## src/rtl/alu_muldiv_seq.sv

```systemverilog
// EX-stage ALU with registered outputs, a sequential shift-add multiplier,
// a restoring divider and architectural HI/LO registers.
// Single-cycle ops complete on the accept edge. Mult/div load on the accept
// edge, iterate once per cycle and enter DONE on their final iteration edge.
module alu_muldiv_seq #(
  parameter int WIDTH = 32
) (
  input  logic             clk,
  input  logic             reset_n,
  input  logic             start,
  input  logic [1:0]       aluop,
  input  logic [5:0]       funct,
  input  logic [WIDTH-1:0] a,
  input  logic [WIDTH-1:0] b,
  output logic             ready,
  output logic             done,
  output logic [WIDTH-1:0] result,
  output logic             zero,
  output logic [WIDTH-1:0] hi,
  output logic [WIDTH-1:0] lo,
  output logic             div_by_zero,
  output logic             illegal
);
  localparam int CW = $clog2(WIDTH);
  localparam logic [CW-1:0]    CNT_LAST = CW'(WIDTH - 1);
  localparam logic [CW-1:0]    CNT_ONE  = {{(CW-1){1'b0}}, 1'b1};
  localparam logic [WIDTH-1:0] ZERO_W   = {WIDTH{1'b0}};
  localparam logic [WIDTH-1:0] ONES_W   = {WIDTH{1'b1}};

  typedef enum logic [1:0] {
    ST_IDLE = 2'd0, ST_MUL = 2'd1, ST_DIV = 2'd2, ST_DONE = 2'd3
  } state_t;

  typedef enum logic [3:0] {
    OP_ADD = 4'd0, OP_SUB = 4'd1, OP_AND = 4'd2, OP_OR = 4'd3,
    OP_XOR = 4'd4, OP_NOR = 4'd5, OP_SLT = 4'd6, OP_SLTU = 4'd7,
    OP_MFHI = 4'd8, OP_MFLO = 4'd9, OP_MULT = 4'd10, OP_MULTU = 4'd11,
    OP_DIV = 4'd12, OP_DIVU = 4'd13, OP_ILL = 4'd14
  } op_t;

  state_t                state_r, state_next_s;
  op_t                   op_s;
  logic [CW-1:0]         cnt_r;
  logic [2*WIDTH:0]      acc_r;        // mul: {partial, multiplier}; div: {remainder, quotient}
  logic [WIDTH-1:0]      opnd_r;       // multiplicand or divisor magnitude
  logic                  neg_lo_r, neg_hi_r;
  logic [WIDTH-1:0]      result_r, hi_r, lo_r;
  logic                  zero_r, done_r, dbz_r, ill_r;
  logic                  sgn_s, b_zero_s;
  logic [WIDTH-1:0]      alu_res_s;
  logic [WIDTH:0]        mul_upper_s, div_shift_s, div_trial_s;
  logic [2*WIDTH:0]      mul_step_s, div_step_s;
  logic [2*WIDTH-1:0]    fin_prod_s;
  logic [WIDTH-1:0]      fin_quo_s, fin_rem_s;

  // Two's-complement magnitude of a signed operand; unsigned operands pass through.
  function automatic logic [WIDTH-1:0] magnitude(input logic [WIDTH-1:0] v, input logic is_signed);
    if (is_signed && v[WIDTH-1]) begin
      magnitude = -v;
    end else begin
      magnitude = v;
    end
  endfunction

  // Decode aluop/funct into an internal operation code.
  always_comb begin
    op_s = OP_ILL;
    case (aluop)
      2'b00: op_s = OP_ADD;
      2'b01: op_s = OP_SUB;
      2'b10: begin
        case (funct)
          6'b100000: op_s = OP_ADD;
          6'b100010: op_s = OP_SUB;
          6'b100100: op_s = OP_AND;
          6'b100101: op_s = OP_OR;
          6'b100110: op_s = OP_XOR;
          6'b100111: op_s = OP_NOR;
          6'b101010: op_s = OP_SLT;
          6'b101011: op_s = OP_SLTU;
          6'b010000: op_s = OP_MFHI;
          6'b010010: op_s = OP_MFLO;
          6'b011000: op_s = OP_MULT;
          6'b011001: op_s = OP_MULTU;
          6'b011010: op_s = OP_DIV;
          6'b011011: op_s = OP_DIVU;
          default:   op_s = OP_ILL;
        endcase
      end
      default: op_s = OP_ILL;
    endcase
  end

  // Single-cycle results plus one multiply and one divide iteration with sign fix-up.
  always_comb begin
    sgn_s    = (op_s == OP_MULT) || (op_s == OP_DIV);
    b_zero_s = (b == ZERO_W);
    case (op_s)
      OP_ADD:  alu_res_s = a + b;
      OP_SUB:  alu_res_s = a - b;
      OP_AND:  alu_res_s = a & b;
      OP_OR:   alu_res_s = a | b;
      OP_XOR:  alu_res_s = a ^ b;
      OP_NOR:  alu_res_s = ~(a | b);
      OP_SLT:  alu_res_s = {{(WIDTH-1){1'b0}}, ($signed(a) < $signed(b))};
      OP_SLTU: alu_res_s = {{(WIDTH-1){1'b0}}, (a < b)};
      OP_MFHI: alu_res_s = hi_r;
      OP_MFLO: alu_res_s = lo_r;
      default: alu_res_s = ZERO_W;
    endcase
    mul_upper_s = acc_r[2*WIDTH:WIDTH] + (acc_r[0] ? {1'b0, opnd_r} : {(WIDTH+1){1'b0}});
    mul_step_s  = {1'b0, mul_upper_s, acc_r[WIDTH-1:1]};
    div_shift_s = {acc_r[2*WIDTH-1:WIDTH], acc_r[WIDTH-1]};
    div_trial_s = div_shift_s - {1'b0, opnd_r};
    if (!div_trial_s[WIDTH]) begin
      div_step_s = {div_trial_s, acc_r[WIDTH-2:0], 1'b1};
    end else begin
      div_step_s = {div_shift_s, acc_r[WIDTH-2:0], 1'b0};
    end
    fin_prod_s = neg_lo_r ? -mul_step_s[2*WIDTH-1:0] : mul_step_s[2*WIDTH-1:0];
    fin_quo_s  = neg_lo_r ? -div_step_s[WIDTH-1:0] : div_step_s[WIDTH-1:0];
    fin_rem_s  = neg_hi_r ? -div_step_s[2*WIDTH-1:WIDTH] : div_step_s[2*WIDTH-1:WIDTH];
  end

  // Next-state logic: accept only in IDLE, DONE always lasts one cycle.
  always_comb begin
    state_next_s = state_r;
    case (state_r)
      ST_IDLE: begin
        if (start) begin
          case (op_s)
            OP_MULT, OP_MULTU: state_next_s = ST_MUL;
            OP_DIV, OP_DIVU:   state_next_s = b_zero_s ? ST_DONE : ST_DIV;
            default:           state_next_s = ST_DONE;
          endcase
        end else begin
          state_next_s = ST_IDLE;
        end
      end
      ST_MUL:  state_next_s = (cnt_r == CNT_LAST) ? ST_DONE : ST_MUL;
      ST_DIV:  state_next_s = (cnt_r == CNT_LAST) ? ST_DONE : ST_DIV;
      ST_DONE: state_next_s = ST_IDLE;
      default: state_next_s = ST_IDLE;
    endcase
  end

  // State register.
  always_ff @(posedge clk or negedge reset_n) begin
    if (!reset_n) begin
      state_r <= ST_IDLE;
    end else begin
      state_r <= state_next_s;
    end
  end

  // Datapath: operand capture, iteration, and result/HI/LO/flag registers.
  always_ff @(posedge clk or negedge reset_n) begin
    if (!reset_n) begin
      cnt_r    <= {CW{1'b0}};
      acc_r    <= {(2*WIDTH+1){1'b0}};
      opnd_r   <= ZERO_W;
      neg_lo_r <= 1'b0;
      neg_hi_r <= 1'b0;
      result_r <= ZERO_W;
      hi_r     <= ZERO_W;
      lo_r     <= ZERO_W;
      zero_r   <= 1'b0;
      done_r   <= 1'b0;
      dbz_r    <= 1'b0;
      ill_r    <= 1'b0;
    end else begin
      done_r <= (state_next_s == ST_DONE);
      case (state_r)
        ST_IDLE: begin
          if (start) begin
            cnt_r  <= {CW{1'b0}};
            dbz_r  <= 1'b0;
            ill_r  <= 1'b0;
            zero_r <= 1'b0;
            case (op_s)
              OP_MULT, OP_MULTU: begin
                acc_r    <= {{(WIDTH+1){1'b0}}, magnitude(b, sgn_s)};
                opnd_r   <= magnitude(a, sgn_s);
                neg_lo_r <= sgn_s && (a[WIDTH-1] ^ b[WIDTH-1]);
                neg_hi_r <= sgn_s && (a[WIDTH-1] ^ b[WIDTH-1]);
              end
              OP_DIV, OP_DIVU: begin
                if (b_zero_s) begin
                  lo_r     <= ONES_W;
                  hi_r     <= a;
                  result_r <= ONES_W;
                  dbz_r    <= 1'b1;
                end else begin
                  acc_r    <= {{(WIDTH+1){1'b0}}, magnitude(a, sgn_s)};
                  opnd_r   <= magnitude(b, sgn_s);
                  neg_lo_r <= sgn_s && (a[WIDTH-1] ^ b[WIDTH-1]);
                  neg_hi_r <= sgn_s && a[WIDTH-1];
                end
              end
              OP_ILL: begin
                result_r <= ZERO_W;
                zero_r   <= 1'b1;
                ill_r    <= 1'b1;
              end
              default: begin
                result_r <= alu_res_s;
                zero_r   <= (alu_res_s == ZERO_W);
              end
            endcase
          end
        end
        ST_MUL: begin
          acc_r <= mul_step_s;
          cnt_r <= cnt_r + CNT_ONE;
          if (cnt_r == CNT_LAST) begin
            {hi_r, lo_r} <= fin_prod_s;
            result_r     <= fin_prod_s[WIDTH-1:0];
            zero_r       <= (fin_prod_s[WIDTH-1:0] == ZERO_W);
          end
        end
        ST_DIV: begin
          acc_r <= div_step_s;
          cnt_r <= cnt_r + CNT_ONE;
          if (cnt_r == CNT_LAST) begin
            lo_r     <= fin_quo_s;
            hi_r     <= fin_rem_s;
            result_r <= fin_quo_s;
            zero_r   <= (fin_quo_s == ZERO_W);
          end
        end
        default: begin
        end
      endcase
    end
  end

  assign ready       = (state_r == ST_IDLE);
  assign done        = done_r;
  assign result      = result_r;
  assign zero        = zero_r;
  assign hi          = hi_r;
  assign lo          = lo_r;
  assign div_by_zero = dbz_r;
  assign illegal     = ill_r;
endmodule

```

## config.mk

```make
export PLATFORM = sky130hd
export DESIGN_NAME = alu_muldiv_seq
export DESIGN_NICKNAME = d
export VERILOG_FILES = /design/src/rtl/alu_muldiv_seq.sv
export SDC_FILE = /design/constraint.sdc
export NUM_CORES = 1
export LEC_CHECK = 0
export ABC_CLOCK_PERIOD_IN_PS = 22100
export BUFFER_PORTS_ARGS = -buffer_cell sky130_fd_sc_hd__buf_2
export CAP_MARGIN = 10
export CELL_PAD_IN_SITES_DETAIL_PLACEMENT = 1
export CELL_PAD_IN_SITES_GLOBAL_PLACEMENT = 2
export CORE_MARGIN = 5
export CORE_UTILIZATION = 40
export CTS_BUF_LIST = sky130_fd_sc_hd__clkbuf_16
export DETAILED_ROUTE_END_ITERATION = 12
export PLACE_DENSITY = 0.95
export SLEW_MARGIN = 20
export SYNTH_ARGS = -nofsm -noshare
export SYNTH_HDL_FRONTEND = slang
export SYNTH_SLANG_ARGS = --single-unit
```

## constraint.sdc

```tcl
create_clock -name clk -period 22.1 [get_ports clk]
set_input_delay 6.63 -clock clk [delete_from_list [all_inputs] [get_ports clk]]
set_output_delay 6.63 -clock clk [all_outputs]
set_load 0.01 [all_outputs]
```

==> run_results.csv <==
group,metric,value,unit
sta,whs,470,ps
synth,syn_nets,3778,
floorplanning,fp-row-count,93,
global_routing,grt-ovfl-total,0,
synth,synth_simple_gate_area_share,21.9,%
global_routing,grt_pass1_vias,28700,
sta,final_hold_viol_count,0,
sta,fin_setup_tns,0,ps
placed_design,portBuffers,175,
synth,netlist_instances,3525,
global_routing,grt_max_degree,104,
setup_path,cp_slowest_stage_delay,880,ps
setup_path,crit_slowest_cell,"o41ai_1",
flow_run,cap_violations,0,
clocking,root_buffer,"clkbuf_16",
status,status,"completed",
clocking,cts.sinks,206,
setup_path,crit_chain,"buf_2, inv_1, ha_1, clkinv_1, o21a_1, o41ai_1, o31a_1, o211ai_1, a211oi_1, o211ai_1, a221oi_1, mux2_2, a22oi_1, a21oi_1, mux2_2",
route,first_pass_iters,8,
clocking,cts_buffer_depth,3,
sta,finalCritPeriodShare,50.1,%
route,dr_total_vias,29200,
synth,synth_xor_area_share,7.93,%
global_routing,antenna_found_initial,5,
floorplanning,dieArea,69500,sq um
synth,synth_top_family_by_area,"compound AO/OA/AOI/OAI gates",
clocking,clk_latency,600,ps
placed_design,dp_hpwl,99800,microns
floorplanning,start_util,40.1,%
clocking,cts_made_buffers,26,
layout,drive_gt1_share,9.91,%
power_and_ir_drop,p_per_area,153,nW/um^2
floorplanning,top_level_ports,176,
route,postRouteAntennaNets,0,
floorplanning,die-width,264,microns
setup_path,worst-path-stages,15,
setup_path,critPathKind,"primary input to flip-flop",
layout,nets,3794,
sta,worst_pin_slew,1310,ps
synth,yosys.area_share.adder,8.78,%
clocking,cts_resized,0,
setup_path,start_kind,"primary input",
clocking,cts-hold-fix-buffers,0,
route,drc_errors,0,
synth,synth_edf_count,0,
synth,yosysTopAreaCellShare,20.0,%
synth,ys_types,99,
setup_path,crit_family,"compound AO/OA/AOI/OAI gates",
min_path,hold_class,"flip-flop to flip-flop",
sta,rsz0062_at_grt,"false",
setup_path,rrSetupSlack,13410,ps
synth,async_reset_ff_share,100,%
power_and_ir_drop,p_leak,0.0122,uW
layout,syn_to_final_growth,9.56,%
route,wl_per_cell,28.9,microns
setup_path,cp.arrival,11550,ps
clocking,htreeDepth,1,
clocking,cts_tree,"yes",
placed_design,routabilityCongestion,1.02,
synth,ys.flop_type,"dfrtp_1",
clocking,cts.clk_slew.worst_paths,60,ps
floorplanning,dieHeight,264,microns
synth,synth-seq-area-share,20.0,%
route,drtIter0Drc,2760,
synth,synth_mux_area_share,3.06,%
synth,synth_compound_area_share,31.9,%
sta,clock_skew,35.3,ps
power_and_ir_drop,ir_drop,0.0822,mV
synth,avgSynthCellArea,7.30,sq um
sta,setup_viol,0,
synth,ys_seq_elements,206,
sta,fmax,90.3,MHz
global_routing,grt_pass1_wl,187000,microns
setup_path,reg2reg_depth,27,
min_path,hold_depth,1,
clocking,post-cts-setup-buffer-count,0,
sta,final.min_clock_period,11070,ps
synth,netlist_area,25700,sq um
route,wirelength,128000,microns
setup_path,cp-end-kind,"flip-flop",
synth,yosysWarnings,0,
setup_path,worstPathRequired,22580,ps
sta,maxSlewHeadroom,12.8,%
route,vias_per_cell,6.61,
synth,synth.largest_area_cell,"dfrtp_1",
global_routing,gr-usage-all-layers,34.6,%
synth,yosys-top-cells-area,"dfrtp_1 (20%), ha_1 (8.5%), nand2_1 (6.4%)",
setup_path,cp_max_fo,7,
sta,slew_viol_final,0,
floorplanning,core_area,64100,sq um
setup_path,path_buf_inv,3,
where the power goes:
group,switching [uW],internal (uW),total [uW]
clock network,204,297,501
registers,274,553,827
logic,2030,954,2980
total,2510,1800,4310
path summary, 6_finish.rpt:
check,startpoint,end
setup / recovery,a[4],result[31]
max in group asynchronous,reset_n,acc_r[15]
hold reg to reg,result[12],result[12]
min in group asynchronous,reset_n,result[19]
hold / removal,result[12],result[12]
setup reg to reg,acc_r[31],hi[25]
worst register-to-register path, stage by stage, from the launching register on:
cell,delay (ps)
dfrtp_1,490
inv_1,100
ha_1,170
inv_1,50
fa_1,450
a211oi_1,380
o211ai_1,210
a211oi_1,260
buf_4,190
o2111a_1,310
nor4b_1,90
a2111o_1,450
a21o_1,220
a21o_1,180
ha_2,580
inv_1,90
buf_4,280
a221o_1,410
a311oi_2,400
o311ai_1,260
nor3_1,350
nand3_1,200
or3_1,500
or2_0,380
o21ai_0,280
xor2_1,100
a221oi_1,1000
o21ai_1,160
sequential cells by signal, indices dropped and copies added, names as in the netlist:
signal / count
div_by_zero: 1
opnd_r: 32
result: 32
done: 1
acc_r: 65
zero: 1
neg_lo_r: 1
cnt_r: 5
neg_hi_r: 1
state_r: 2
hi: 32
illegal: 1
lo: 32
metal layers:
layer	part of all wire, %	wire length (microns)	GRT usage, %
met5	0	0	0
met4	6.8	8700	19.0
met3	8.8	11200	5.49
met2	44	56800	55.3
met1	40	51000	44.8
synth_stat cells (19+ instances only):
cell / count
o211ai_1: 35
nand3_1: 66
a21oi_1: 200
a21o_1: 66
ha_1: 174
o21a_1: 19
nor2b_1: 26
o21ai_0: 282
a221o_1: 33
a211o_1: 20
nor4_1: 28
nand2_1: 441
o21ai_1: 19
nor3_1: 73
nand4_1: 31
or3_1: 32
nand2b_1: 25
mux2i_1: 64
a31oi_1: 46
a221oi_1: 44
dfrtp_1: 206
xnor2_1: 170
clkbuf_1: 199
and2_1: 19
a22oi_1: 59
nor2_1: 335
o31ai_1: 87
a211oi_1: 47
and3_1: 31
inv_1: 183
buf_1: 21
xor2_1: 63
or4_1: 19
logic make-up after synthesis:
family / count (synthesis)
multiplexers: 77
adder cells (fa/ha/maj): 178
XOR/XNOR: 233
flip-flops: 206
AO/OA/AOI/OAI: 1200
AND/OR/NAND/NOR: 1205
buffers and inverters: 426
through the flow:
stage               total power (uW)  std cells  util [%]  setup slack, ps  area [sq um]
global route                    4540       4417      43.9            10880         28200
global placement                3640       4364      42.4            10700         27200
CTS                             4220       4412      43.9            11190         28100
detailed placement              3710       4364      42.4            10600         27200
finish                          4310       4419      44.0            11030         28200
floorplan                       2600       3525         -            11950         25700
cell usage in the layout, fill, tap and decap left out, types with 20 or more instances in the layout:
cell,instances
buf_2,176
nor2b_1,26
nand2b_1,25
o21ai_1,20
nand4_1,31
nand2_1,440
a22oi_1,59
clkbuf_16,26
o21ai_0,281
nand3_1,64
a21oi_1,197
a21o_1,63
a221oi_1,43
dfrtp_1,205
o211ai_1,35
xor2_1,63
nor2_1,331
a211oi_1,47
buf_4,48
nor3_1,71
inv_1,185
ha_1,170
xnor2_1,170
a31oi_1,46
o31ai_1,87
nor4_1,28
a221o_1,33
and3_1,31
mux2i_1,64
a211o_1,20
or3_1,32
final cells by class:
type                       count  area, sq um
timing repair buffer         227         1270
antenna                        3         7.51
clock buffer                  26          651
sequential                   206         5160
clock inverter                22          300
multi-input combinational   2893        19000
fill                        8115        35900
tap                          855         1070
inverter                     187          702
(Power assumes the default switching activity.)
